[src/rtl/pipeline_interlock_ctrl.sv]
// Pipeline interlock controller: turns hazard, branch and memory-handshake
// events into PC / stage-register enable and flush controls. It also tracks
// data-memory waits against a timeout and keeps saturating stall/flush counters.
module pipeline_interlock_ctrl #(
  parameter int MEM_TIMEOUT = 16,
  parameter int CNT_W       = 16
) (
  input  logic             clock,
  input  logic             reset,
  input  logic             do_hazard,
  input  logic             branch_taken,
  input  logic             dm_req,
  input  logic             dm_ready,
  input  logic             im_ready,
  input  logic             halt,
  input  logic             resume,
  output logic             pc_enable,
  output logic             ifid_enable,
  output logic             ifid_flush,
  output logic             idex_enable,
  output logic             idex_flush,
  output logic             exmem_enable,
  output logic             memwb_flush,
  output logic             halted,
  output logic             mem_error,
  output logic [CNT_W-1:0] stall_count,
  output logic [CNT_W-1:0] flush_count
);

  typedef enum logic [1:0] {RUN, LOAD_STALL, MEM_WAIT, HALT} state_t;

  localparam int                WAIT_W   = $clog2(MEM_TIMEOUT + 1);
  localparam logic [WAIT_W-1:0] WAIT_MAX = WAIT_W'(MEM_TIMEOUT);

  state_t            state, state_nxt;
  logic [WAIT_W-1:0] wait_cnt, wait_nxt;
  logic              flush_evt;
  logic              dm_miss;

  assign dm_miss = dm_req && !dm_ready;
  assign halted  = (state == HALT);

  // State, DM-wait counter, sticky error flag and saturating perf counters.
  // NOTE: sequential state uses non-blocking assignments only, so every
  // register samples the pre-edge values regardless of statement order.
  always_ff @(posedge clock or posedge reset) begin
    if (reset) begin
      state       <= RUN;
      wait_cnt    <= '0;
      mem_error   <= 1'b0;
      stall_count <= '0;
      flush_count <= '0;
    end else begin
      state    <= state_nxt;
      wait_cnt <= wait_nxt;
      if (state_nxt == MEM_WAIT && wait_nxt == WAIT_MAX)
        mem_error <= 1'b1;
      if (!pc_enable && state != HALT && stall_count != '1)
        stall_count <= stall_count + CNT_W'(1);
      if (flush_evt && flush_count != '1)
        flush_count <= flush_count + CNT_W'(1);
    end
  end

  // Next-state and wait-counter decision, resolved in event priority order.
  // NOTE: every signal assigned here gets a default first, so no path leaves
  // it unassigned and no latch is inferred.
  always_comb begin
    state_nxt = state;
    wait_nxt  = wait_cnt;
    flush_evt = 1'b0;
    unique case (state)
      RUN, LOAD_STALL: begin
        if (halt) begin
          state_nxt = HALT;
        end else if (dm_miss) begin
          state_nxt = MEM_WAIT;
          wait_nxt  = WAIT_W'(1);
        end else if (branch_taken) begin
          state_nxt = RUN;
          flush_evt = 1'b1;
        end else if (do_hazard && state == RUN) begin
          state_nxt = LOAD_STALL;
        end else begin
          state_nxt = RUN;
        end
      end
      MEM_WAIT: begin
        // Halt is deferred: it is seen in RUN once the access completes.
        if (dm_ready)
          state_nxt = RUN;
        else if (wait_cnt != WAIT_MAX)
          wait_nxt = wait_cnt + WAIT_W'(1);
      end
      HALT: begin
        if (resume && !halt)
          state_nxt = RUN;
      end
      default: state_nxt = RUN;
    endcase
  end

  // Pipeline control outputs, combinational from state and inputs.
  always_comb begin
    pc_enable    = 1'b1;
    ifid_enable  = 1'b1;
    ifid_flush   = 1'b0;
    idex_enable  = 1'b1;
    idex_flush   = 1'b0;
    exmem_enable = 1'b1;
    memwb_flush  = 1'b0;
    if (reset) begin
      pc_enable    = 1'b0;
      ifid_enable  = 1'b0;
      idex_enable  = 1'b0;
      exmem_enable = 1'b0;
      ifid_flush   = 1'b1;
      idex_flush   = 1'b1;
      memwb_flush  = 1'b1;
    end else begin
      unique case (state)
        RUN, LOAD_STALL: begin
          if (halt || dm_miss) begin
            pc_enable    = 1'b0;
            ifid_enable  = 1'b0;
            idex_enable  = 1'b0;
            exmem_enable = 1'b0;
            memwb_flush  = 1'b1;
          end else if (branch_taken) begin
            // The dependent instruction of any concurrent hazard is flushed.
            ifid_flush = 1'b1;
            idex_flush = 1'b1;
          end else if (do_hazard && state == RUN) begin
            pc_enable   = 1'b0;
            ifid_enable = 1'b0;
            idex_flush  = 1'b1;
          end else if (!im_ready) begin
            pc_enable  = 1'b0;
            ifid_flush = 1'b1;
          end
        end
        MEM_WAIT, HALT: begin
          if (state == HALT || !dm_ready) begin
            pc_enable    = 1'b0;
            ifid_enable  = 1'b0;
            idex_enable  = 1'b0;
            exmem_enable = 1'b0;
            memwb_flush  = 1'b1;
          end
        end
        default: ;
      endcase
    end
  end

endmodule

[config.mk]
export PLATFORM = sky130hd
export DESIGN_NAME = pipeline_interlock_ctrl
export DESIGN_NICKNAME = d
export VERILOG_FILES = /design/src/rtl/pipeline_interlock_ctrl.sv
export SDC_FILE = /design/constraint.sdc
export NUM_CORES = 1
export LEC_CHECK = 0
export ABC_AREA = 0
export CELL_PAD_IN_SITES_DETAIL_PLACEMENT = 2
export CELL_PAD_IN_SITES_GLOBAL_PLACEMENT = 2
export CORE_ASPECT_RATIO = 1.4
export CORE_MARGIN = 8
export CORE_UTILIZATION = 28
export DETAILED_ROUTE_END_ITERATION = 6
export PLACE_DENSITY_LB_ADDON = 0.15
export RECOVER_POWER = 25
export SYNTH_ARGS = -nofsm -noshare
export SYNTH_HDL_FRONTEND = slang
export SYNTH_SLANG_ARGS = --single-unit
[constraint.sdc]
create_clock -name clock -period 1.95 [get_ports clock]
set_clock_uncertainty 0.2 [all_clocks]
set_input_delay 0.195 -clock clock [delete_from_list [all_inputs] [get_ports clock]]
set_output_delay 0.195 -clock clock [all_outputs]
set_load 0.005 [all_outputs]
* Word-level counts from Yosys, hierarchy flattened
Index checks and enable logic that the tools add are counted.
** Operators by class
- $add $sub $neg :: 3
- Muxes and demuxes :: 46
- Reductions and logical operators :: 15
- Equality and inequality tests :: 9
** Operators with widths (count)
- $add 16x1->16 const B :: 2
- $mux 1 :: 32
- $ne 16x16->1 const B :: 2
- $mux 5 :: 4
- $pmux 5 s2 :: 1
- $mux 2 :: 4
- $pmux 1 s2 :: 4
- $logic_and 1x1->1 :: 7
- $eq 2x2->1 const B :: 3
- $pmux 2 s3 :: 1
- $add 5x1->5 const B :: 1
- $eq 5x5->1 const B :: 1
- $ne 5x5->1 const B :: 1
- $reduce_or 2->1 :: 2
- $logic_not 1->1 :: 3
- $eq 2x1->1 const B :: 1
- $logic_not 2->1 :: 1
- $logic_or 1x1->1 :: 2
- $ne 2x2->1 const B :: 1
** Storage, ports and cells
- Flip-flop bits (word level) :: 40
- Logic and storage cells :: 78
- Output and inout port bits :: 41

* Logic depth before layout (Yosys ltp)
Gate-level depths: netlist of run 1.
- Depth in word-level cells :: 10
- Gate-level depth with buffers :: 8
- Depth with buffers taken out :: 8

* Worst setup path after synthesis of run 1
OpenSTA, ideal clock, no wires.
- Kind :: register -> register
- Start :: register stall_count[0]
- End :: register stall_count[1]
- Setup time :: 0.125 ns
- Path slack :: -0.058 ns
- Period minus slack after synthesis :: 2.008 ns
- Path buffers :: 0
- Stages on the path, launching flop included :: 6
- Arrival :: 1.683 ns
- Cells stage by stage :: dfrtp_1 ha_1 and3_1 and4_1 nor2_1 mux2_2
** Between the ends
- Cells in the longest elaborated chain, start to end :: 2
- Elaborated cells between the ends (all ways) :: 3
** RTL lines
- from (decl) :: RTL line 26 : output logic [CNT_W-1:0] stall_count,
- from (signal assigned) :: RTL line 59 : stall_count <= stall_count + CNT_W'(1);
- branches (longest 2 deep; another with $add 16x1->16)
Several ways; the timed one is not identified.
A chain may end at the register's enable or synchronous reset.

* Worst setup path in the final report of run 1
- Start :: register state[1]
- End :: register stall_count[6]
** Between the ends
- Cells in the longest elaborated chain, start to end :: 10
- Elaborated cells between the ends (all ways) :: 18
** RTL lines
- from (decl) :: RTL line 35 : state_t state, state_nxt;
- from (signal assigned) :: RTL line 54 : state <= state_nxt;
- $logic_not 2->1 :: RTL line 121, 133
- $logic_and 1x1->1 :: RTL line 133 : end else if (do_hazard && state == RUN) begin
- $mux 1 :: RTL line 133
- $mux 1 :: RTL line 129 : end else if (branch_taken) begin
- $mux 1 :: RTL line 123 : if (halt || dm_miss) begin
- $pmux 1 s2 :: RTL line 121 : unique case (state)
- $mux 1 :: RTL line 112 : if (reset) begin
- $logic_not 1->1 :: RTL line 58 : if (!pc_enable && state != HALT && stall_count != '1)
- $logic_and 1x1->1 * (2 in a row) :: RTL line 58
Mark *: on every way between the ends. The rest lies on a longest branch, timed or not.

==> results of run 1 <==
flip-flops by register name, indices dropped and copies added (netlist names):
register	flops
flush_count	16
stall_count	16
wait_cnt	5
state	2
mem_error	1
where the power goes:
group	total [mW]	internal (mW)	leakage [nW]	switching (mW)
Combinational	3.07	1.64	1.15	1.43
Sequential	1.33	1.08	0.479	0.252
Clock	0.746	0.419	0.0614	0.327
Total	5.15	3.14	1.69	2.01
repair_timing:
action	4_1_cts	5_1_grt
pin swaps	17	30
gates resized for setup	49	55
hold buffers	0	0
buffers inserted	12	22
cloned	0	0
setup endpoints to repair	33	39
cells in the final DEF (no fill, tap or decap), drive strengths merged, types with 2 or more instances in the layout:
cell,n
a21oi,6
a22o,2
a31oi,2
and2,2
and3,2
and4,3
buf,96
clkbuf,11
clkdlybuf4s50,39
dfrtp,40
diode,2
dlymetal6s2s,2
ha,4
inv,8
mux2,2
nand2,17
nand2b,3
nand3,18
nand4,9
nor2,19
nor2b,3
nor3,14
nor4,5
nor4b,2
o21ai,10
or2,2
xnor2,13
xor2,16
logic make-up after synthesis:
logic type,synth area share
AND/OR/NAND/NOR,0.276
buffers and inverters,0.0351
AO/OA/AOI/OAI,0.0788
flip-flops,0.460
XOR/XNOR,0.117
multiplexers,0.0104
adder cells (fa/ha/maj),0.0230
worst reg2reg max path, stage by stage (launching register included):
cell	delay (ns)
dfrtp_1	0.45
buf_6	0.15
nor2_4	0.09
nor2_2	0.06
a211oi_2	0.43
o22a_4	0.30
buf_12	0.15
buf_4	0.13
nor3_4	0.04
xor2_1	0.17
routing by layer:
layer | wire [microns] | GRT usage | vias up
met2 | 5820 | 0.297 | 49
met3 | 237 | 0.0267 | 21
met5 | 0 | 0 | -
met4 | 340 | 0.0773 | 0
li1 | - | - | 1066
met1 | 3540 | 0.151 | 1170
how the worst max path moves through the flow:
stage	to	slack (ns)	depth (start not counted)
floorplan	stall_count[1]$_DFFE_PP0P_	0.006	5
global placement	pc_enable	-0.30	7
detailed placement	flush_count[5]$_DFFE_PP0P_	-0.37	7
CTS	pc_enable	-0.16	7
global route	stall_count[6]$_DFFE_PP0P_	-0.37	9
finish	stall_count[6]$_DFFE_PP0P_	-0.33	9
metrics by stage:
| step | power [mW] | std cells | setup WS, ns | instance area [sq um] |
|---|---|---|---|---|
| finish | 5.15 | 467 | -0.328 | 3890 |
| global route | 5.42 | 467 | -0.370 | 3890 |
| CTS | 4.58 | 443 | -0.164 | 3570 |
| detailed placement | 3.53 | 423 | -0.374 | 3220 |
| global placement | 3.45 | 423 | -0.300 | 3220 |
| floorplan | 2.22 | 219 | 0.00563 | 2180 |
cell type report:
cell class | count | area [sq um]
inverters | 9 | 35.0
well taps | 100 | 125
flip-flops and latches | 40 | 1000
clock inverters | 2 | 38.8
clock buffers | 6 | 82.6
fillers | 814 | 3760
diodes | 2 | 5.00
multi-input cells | 165 | 1400
repair buffers | 143 | 1200
==> impl_metrics.ini, run 1 <==
[timing]
finalMaxSlewViolations = 0
fmax_ghz = 0.439
setup_viol_count_final = 22
finalHoldViolations = 0
tightest_slew_ns = 0.498
rsz0062_at_grt = true
fin_crit_sh = 1.17
period_needed_ns = 2.28
timing.setup.tns_ns = -4.25
relSlewSlack = 0.668
setup_ws_ns = -0.328
whs_ns = 0.149

[power]
ir_drop_uv = 756
leakage_nw = 1.69
power_density_nw_per_um2 = 1320

[route]
via_per_inst = 4.94
drt-total-wl_microns = 9930
drt-wirelength-per-cell_microns = 21.3
dr.pass1.iters = 4
vias = 2306
final_antenna_net_count = 0
drt_iter0_markers = 59
drc_errors = 0

[critical_path]
cp.arrival_ns = 2.26
start_kind = register
worstSetupPathType = reg2reg
worstSetupStartpoint = state[1]$_DFF_PP0_
rrSetupSlack_ns = -0.33
r2r-start = state[1]$_DFF_PP0_
crit_buf_inv = 3
crit_fanout = 8
slowest_delay_ns = 0.45
r2r-end = stall_count[6]$_DFFE_PP0P_
crit_family = compound AO/OA/AOI/OAI gates
worstPathCellList = buf_6 -> nor2_4 -> nor2_2 -> a211oi_2 -> o22a_4 -> buf_12 -> buf_4 -> nor3_4 -> xor2_1
end_kind = register
crit_required_ns = 1.94
ff2ff_path_depth = 9
crit_path_top_delay_cell = dfrtp_1

[clock_network]
cts_made_buffers = 5
clock_path_buffers = 2
path_clk_slew_ns = 0.09
htree_levels = 2
cts_tree = yes
clk-insertion-delay-late_ns = 0.30
root_buffer = clkbuf_8
cts.sinks = 40

[yosys]
synth_cell_types = 45
syn_area_sq_um = 2170
yosys_warnings = 0
syn_nets = 232
async_flop_share = 1.00
synth.avg_cell_area_sq_um = 9.93
synth_top_area_frac = 0.460
synthTopCellsByCount = dfrtp_1, nor2_1, nand3_1, nand2_1, xor2_1
synth_edf_count = 0
seq_area_frac_synth = 0.460
synth_area_leaders = dfrtp_1, xor2_1, xnor2_1
netlist_instances = 219
synth_top_area_cell = dfrtp_1
synth-seq-cells = 40
synth_ff_type = dfrtp_1
yosysMostFrequentCell = dfrtp_1

[run_status]
status = finished, violations left
violations = negative setup slack

[global_routing]
gr-total-overflow = 0
grt_usage = 0.153
antenna_found_initial = 2
grt_pass1_vias = 2580
grt_pass1_wl_microns = 13500
grt_max_degree = 38

[floorplanning]
fp.dieW_microns = 90.5
pin_count = 50
core_area_sq_um = 7650
die_area_sq_um = 10900
fp.dieH_microns = 120
start_util = 0.284
rows = 38

[layout]
utilization = 0.508
drive_gt1_frac = 0.452
syn_to_final_growth_pct = 78.9
nets = 377

[worst_hold_path]
hold_path.class = in2async

[run]
cap_violations = 0

[placement]
detailed_place_hpwl_microns = 5970
io_buffers = 49
finalWeightedCongestion = 0.754
(Power assumes the default switching activity.)
==> run 2: changes to the inputs <==
--- a/config.mk
+++ b/config.mk
@@ -10,7 +10,8 @@
 export CELL_PAD_IN_SITES_GLOBAL_PLACEMENT = 2
 export CORE_ASPECT_RATIO = 1.4
 export CORE_MARGIN = 8
-export CORE_UTILIZATION = 28
+export CORE_UTILIZATION = 29
+export CTS_BUF_LIST = sky130_fd_sc_hd__clkbuf_2 sky130_fd_sc_hd__clkbuf_4 sky130_fd_sc_hd__clkbuf_8
 export DETAILED_ROUTE_END_ITERATION = 6
 export PLACE_DENSITY_LB_ADDON = 0.15
 export RECOVER_POWER = 25
==> run 2 against run 1 <==
The run still ends with negative setup slack left. Clock-buffer cell count up 1. Sequential power about the same. Total power down 7.7%. Core utilization up 0.45 points. Critical endpoint is now stall_count[1]$_DFFE_PP0P_. Highest routed layer unchanged.
==> impl_metrics.ini, run 2 (synthesis results as in run 1) <==
[run_status]
status = finished, violations left
violations = negative setup slack

[placement]
io_buffers = 49
dp_cells = 426
detailed_place_hpwl_microns = 6080
finalWeightedCongestion = 0.767
dp_slack_ns = -0.414
post_dp_cell_area_sq_um = 3250

[clock_network]
root_buffer = clkbuf_8
cts.sinks = 40
clock_path_buffers = 2
path_clk_slew_ns = 0.08
clk-insertion-delay-late_ns = 0.29
holdBufCountCts = 0
cts_tree = yes
cts_made_buffers = 5
htree_levels = 2

[route]
vias = 2235
drc_errors = 0
drt-wirelength-per-cell_microns = 20.3
drt-total-wl_microns = 9150
via_per_inst = 4.97
final_antenna_net_count = 0
dr.pass1.iters = 4
drt_iter0_markers = 71

[layout]
fillers = 811
antenna_cells = 0
syn_to_final_growth_pct = 72.5
largestRegisters = flush_count x16, stall_count x16, wait_cnt x5
nets = 366
layout_common_cells = buf_4, clkdlybuf4s50_1, dfrtp_1, nand3_1, xor2_1
final_cells = 450
fin_area_sq_um = 3750
final_common_cell = buf_4
drive_gt1_frac = 0.433

[timing]
rsz0062_at_grt = true
setup_ws_ns = -0.0586
tightest_slew_ns = 0.422
period_needed_ns = 2.01
finalMaxSlewViolations = 0
fmax_ghz = 0.498
setup_viol_count_final = 9
finalHoldViolations = 0
relSlewSlack = 0.718
fin_crit_sh = 1.03

[critical_path]
crit_fanout = 7
end_kind = register
r2r-end = stall_count[1]$_DFFE_PP0P_
r2r-start = state[0]$_DFF_PP0_
crit_required_ns = 1.93
ff2ff_path_depth = 7
rrSetupSlack_ns = -0.06
cp.arrival_ns = 1.99
worstSetupPathType = reg2reg
start_kind = register

[worst_hold_path]
hold_path.class = reg2reg
hold_path_end = mem_error$_DFFE_PP0P_
holdPathStages = 2
hold_start = mem_error$_DFFE_PP0P_

[global_routing]
gr-total-overflow = 0
antenna_found_initial = 0
grt_max_degree = 31
grt_pass1_wl_microns = 13900
grt_usage = 0.170
grt_pass1_vias = 2644

[power]
ir_drop_uv = 674
power_density_nw_per_um2 = 1270
leakage_nw = 1.61

[floorplanning]
start_util = 0.297
fp.dieH_microns = 118
core_area_sq_um = 7310
fp.dieW_microns = 89.2
die_area_sq_um = 10600
rows = 37
pin_count = 50

[run]
cap_violations = 0
## run 2: worst max-delay path by stage
stage                               startpoint  depth (start not counted)                          end
global route                state[0]$_DFF_PP0_                          7  stall_count[11]$_DFFE_PP0P_
global placement                      dm_ready                          7                    pc_enable
finish                      state[0]$_DFF_PP0_                          7   stall_count[1]$_DFFE_PP0P_
CTS                         state[0]$_DFF_PP0_                          6  stall_count[11]$_DFFE_PP0P_
floorplan           stall_count[0]$_DFFE_PP0P_                          5   stall_count[1]$_DFFE_PP0P_
detailed placement                        halt                          7                    pc_enable
## run 2: repair_timing
item	in CTS	in global routing
endpoints found under the setup margin	35	34
pin swaps	13	21
gates resized for setup	57	36
buffers inserted	9	8
## run 2: power by group
group | switching, mW | total (mW) | internal, mW
Combinational | 1.32 | 2.81 | 1.49
Clock | 0.306 | 0.622 | 0.316
Sequential | 0.244 | 1.32 | 1.08
## run 2: routing by layer
layer / up-vias / global-route usage / share of wire
li1: 1041 / - / -
met1: 1140 / 0.168 / 0.36
met2: 39 / 0.345 / 0.60
met3: 15 / 0.0229 / 0.026
met4: 0 / 0.0387 / 0.020
met5: - / 0 / 0
## run 2: final cells by class
| cell class | count | area, sq um | share of cell area |
|---|---|---|---|
| multi-input cells | 165 | 1370 | 0.366 |
| repair buffers | 132 | 1120 | 0.299 |
| flip-flops and latches | 40 | 1000 | 0.267 |
| well taps | 97 | 121 | 0.0324 |
| clock buffers | 7 | 96.3 | 0.0257 |
| inverters | 9 | 37.5 | 0.0100 |
## run 2: per-stage QoR
step / utilization / hold slack, ns / setup TNS, ns / total power [mW]
6_report: 0.513 / 0.291 / -0.244 / 4.75
5_1_grt: 0.513 / 0.320 / -1.19 / 5.04
4_1_cts: 0.487 / 0.236 / -0.379 / 4.45
3_5_place_dp: 0.444 / 0.257 / -9.69 / 3.52
3_3_place_gp: 0.444 / 0.253 / -6.78 / 3.43
2_1_floorplan: - / -0.0161 / 0 / 2.22
## run 2: worst max-delay path: stages (launching register included)
cell and delay (ns):
dfrtp_1 0.43, nand2b_4 0.18, a21oi_4 0.17, nor3_4 0.06, o22a_4 0.24, buf_4 0.15, nor2_4 0.14, mux2_4 0.31
==> run 3: changes to the inputs <==
--- a/config.mk
+++ b/config.mk
@@ -10,8 +10,9 @@
 export CELL_PAD_IN_SITES_GLOBAL_PLACEMENT = 2
 export CORE_ASPECT_RATIO = 1.4
 export CORE_MARGIN = 8
-export CORE_UTILIZATION = 29
+export CORE_UTILIZATION = 34
 export CTS_BUF_LIST = sky130_fd_sc_hd__clkbuf_2 sky130_fd_sc_hd__clkbuf_4 sky130_fd_sc_hd__clkbuf_8
+export CTS_CLUSTER_DIAMETER = 40
 export DETAILED_ROUTE_END_ITERATION = 6
 export PLACE_DENSITY_LB_ADDON = 0.15
 export RECOVER_POWER = 25
==> constraint.sdc (replaced) <==
create_clock -name clock -period 2.6 [get_ports clock]
set_clock_uncertainty 0.2 [all_clocks]
set_input_delay 0.26 -clock clock [delete_from_list [all_inputs] [get_ports clock]]
set_output_delay 0.26 -clock clock [all_outputs]
set_load 0.005 [all_outputs]
==> run 3 against run 2 <==
The run now ends clean. Clock-buffer cell count fell by 2. Flip-flop and latch count did not move. Critical path depth fell by 2. Clock power fell by 14%. Sequential share of layout area rose by 7.9 points. Core utilization fell by 4.8 points. Wire length fell by 30%. Critical endpoint is now pc_enable. Highest routed layer unchanged.
==> impl_metrics.ini, run 3 (synthesis results as in run 1) <==
[critical_path]
r2r-start = stall_count[0]$_DFFE_PP0P_
worstSetupPathType = reg2out
crit_required_ns = 2.14
crit_fanout = 6
worstSetupStartpoint = state[0]$_DFF_PP0_
start_kind = register
cp.arrival_ns = 2.01
end_kind = output pin

[route]
via_per_inst = 5.36
drt-total-wl_microns = 6380
final_antenna_net_count = 0
dr.pass1.iters = 4
vias = 1882
drt-wirelength-per-cell_microns = 18.2
drc_errors = 0
drt_iter0_markers = 41

[placement]
post_dp_cell_area_sq_um = 2770
detailed_place_hpwl_microns = 4810
dp_cells = 343
finalWeightedCongestion = 0.748
dp_slack_ns = 0.178
io_buffers = 49

[layout]
drive_gt1_frac = 0.115
layout_common_cells = clkdlybuf4s50_1, dfrtp_1, nor2_1, nand3_1
antenna_cells = 0
nets = 291
fillers = 689
final_cells = 351
utilization = 0.465
largestRegisters = flush_count x16, stall_count x16, wait_cnt x5
syn_to_final_growth_pct = 32.8
final_common_cell = clkdlybuf4s50_1
fin_area_sq_um = 2890

[timing]
setup_ws_ns = 0.130
whs_ns = 0.165
tightest_slew_ns = 0.952
finalHoldViolations = 0
setup_viol_count_final = 0
timing.setup.tns_ns = 0
finalMaxSlewViolations = 0
fmax_ghz = 0.405
fin_crit_sh = 0.950
period_needed_ns = 2.47
relSlewSlack = 0.365
rsz0062_at_grt = false

[clock_network]
holdBufCountCts = 0
postCtsSetupRepairBufs = 0
cts.sinks = 40
htree_levels = 2
clock_path_buffers = 2
path_clk_slew_ns = 0.09
clk-insertion-delay-late_ns = 0.30
cts_tree = yes
cts_made_buffers = 5
root_buffer = clkbuf_8
cts.repair.resized = 0

[floorplanning]
pin_count = 50
start_util = 0.350
core_area_sq_um = 6210
fp.dieW_microns = 83.6
die_area_sq_um = 9250
rows = 34
fp.dieH_microns = 111

[worst_hold_path]
hold_path.class = in2async

[global_routing]
grt_pass1_wl_microns = 10700
grt_usage = 0.139
grt_max_degree = 39
gr-total-overflow = 0
antenna_found_initial = 0
grt_pass1_vias = 2148

[power]
ir_drop_uv = 411
power_density_nw_per_um2 = 960
leakage_nw = 1.16
power_mw = 2.77

[run_status]
status = finished, final reports clean

[run]
cap_violations = 0
==> run 3: changes by cell type in the layout (fill, tap and decap cells not counted), sizes merged, moves of 2 or more <==
cell           delta
clkdlybuf4s15     -2
buf              -78
clkdlybuf4s50     +7
inv               +2
clkbuf            -3
==> run 3: worst paths after layout <==
check | to | slack, ns | cells after the start
setup / recovery | pc_enable | 0.13 | 5
hold / removal | state[0]$_DFF_PP0_ | 0.16 | 2
setup reg to reg | stall_count[1]$_DFFE_PP0P_ | 0.26 | 5
hold reg to reg | mem_error$_DFFE_PP0P_ | 0.29 | 2
max in group asynchronous | stall_count[5]$_DFFE_PP0P_ | 0.87 | 3
min in group clock | mem_error$_DFFE_PP0P_ | 0.29 | 2
==> run 3: power by group <==
group          switching [mW]  leakage [nW]  total [mW]  internal (mW)
sequential              0.272         0.479        1.08          0.808
clock                   0.246        0.0548       0.535          0.290
combinational           0.544         0.626        1.16          0.614
==> run 3: critical path, stage by stage, from the launching register on <==
cell and delay, ns:
dfrtp_1 0.44, nand2b_1 0.29, o21ai_0 0.22, nand2_1 0.12
a21oi_1 0.13, clkdlybuf4s50_1 0.52
==> run 3: layout make-up <==
type	instances	area, sq um	share of cell area
multi-input cells	165	1100	0.381
flip-flops and latches	40	1000	0.347
repair buffers	57	548	0.190
well taps	72	90.1	0.0312
clock buffers	5	68.8	0.0238
clock inverters	3	46.3	0.0160
inverters	9	33.8	0.0117
==> run 3: per-layer routing <==
| metal | global-route usage | routed length (microns) | part of all wire | up-vias |
|---|---|---|---|---|
| met5 | 0 | 0 | 0 | - |
| met4 | 0.0347 | 32 | 0.0050 | 0 |
| met3 | 0.0287 | 139 | 0.022 | 2 |
| met2 | 0.249 | 3430 | 0.54 | 25 |
| met1 | 0.161 | 2780 | 0.44 | 964 |
| li1 | - | - | - | 891 |
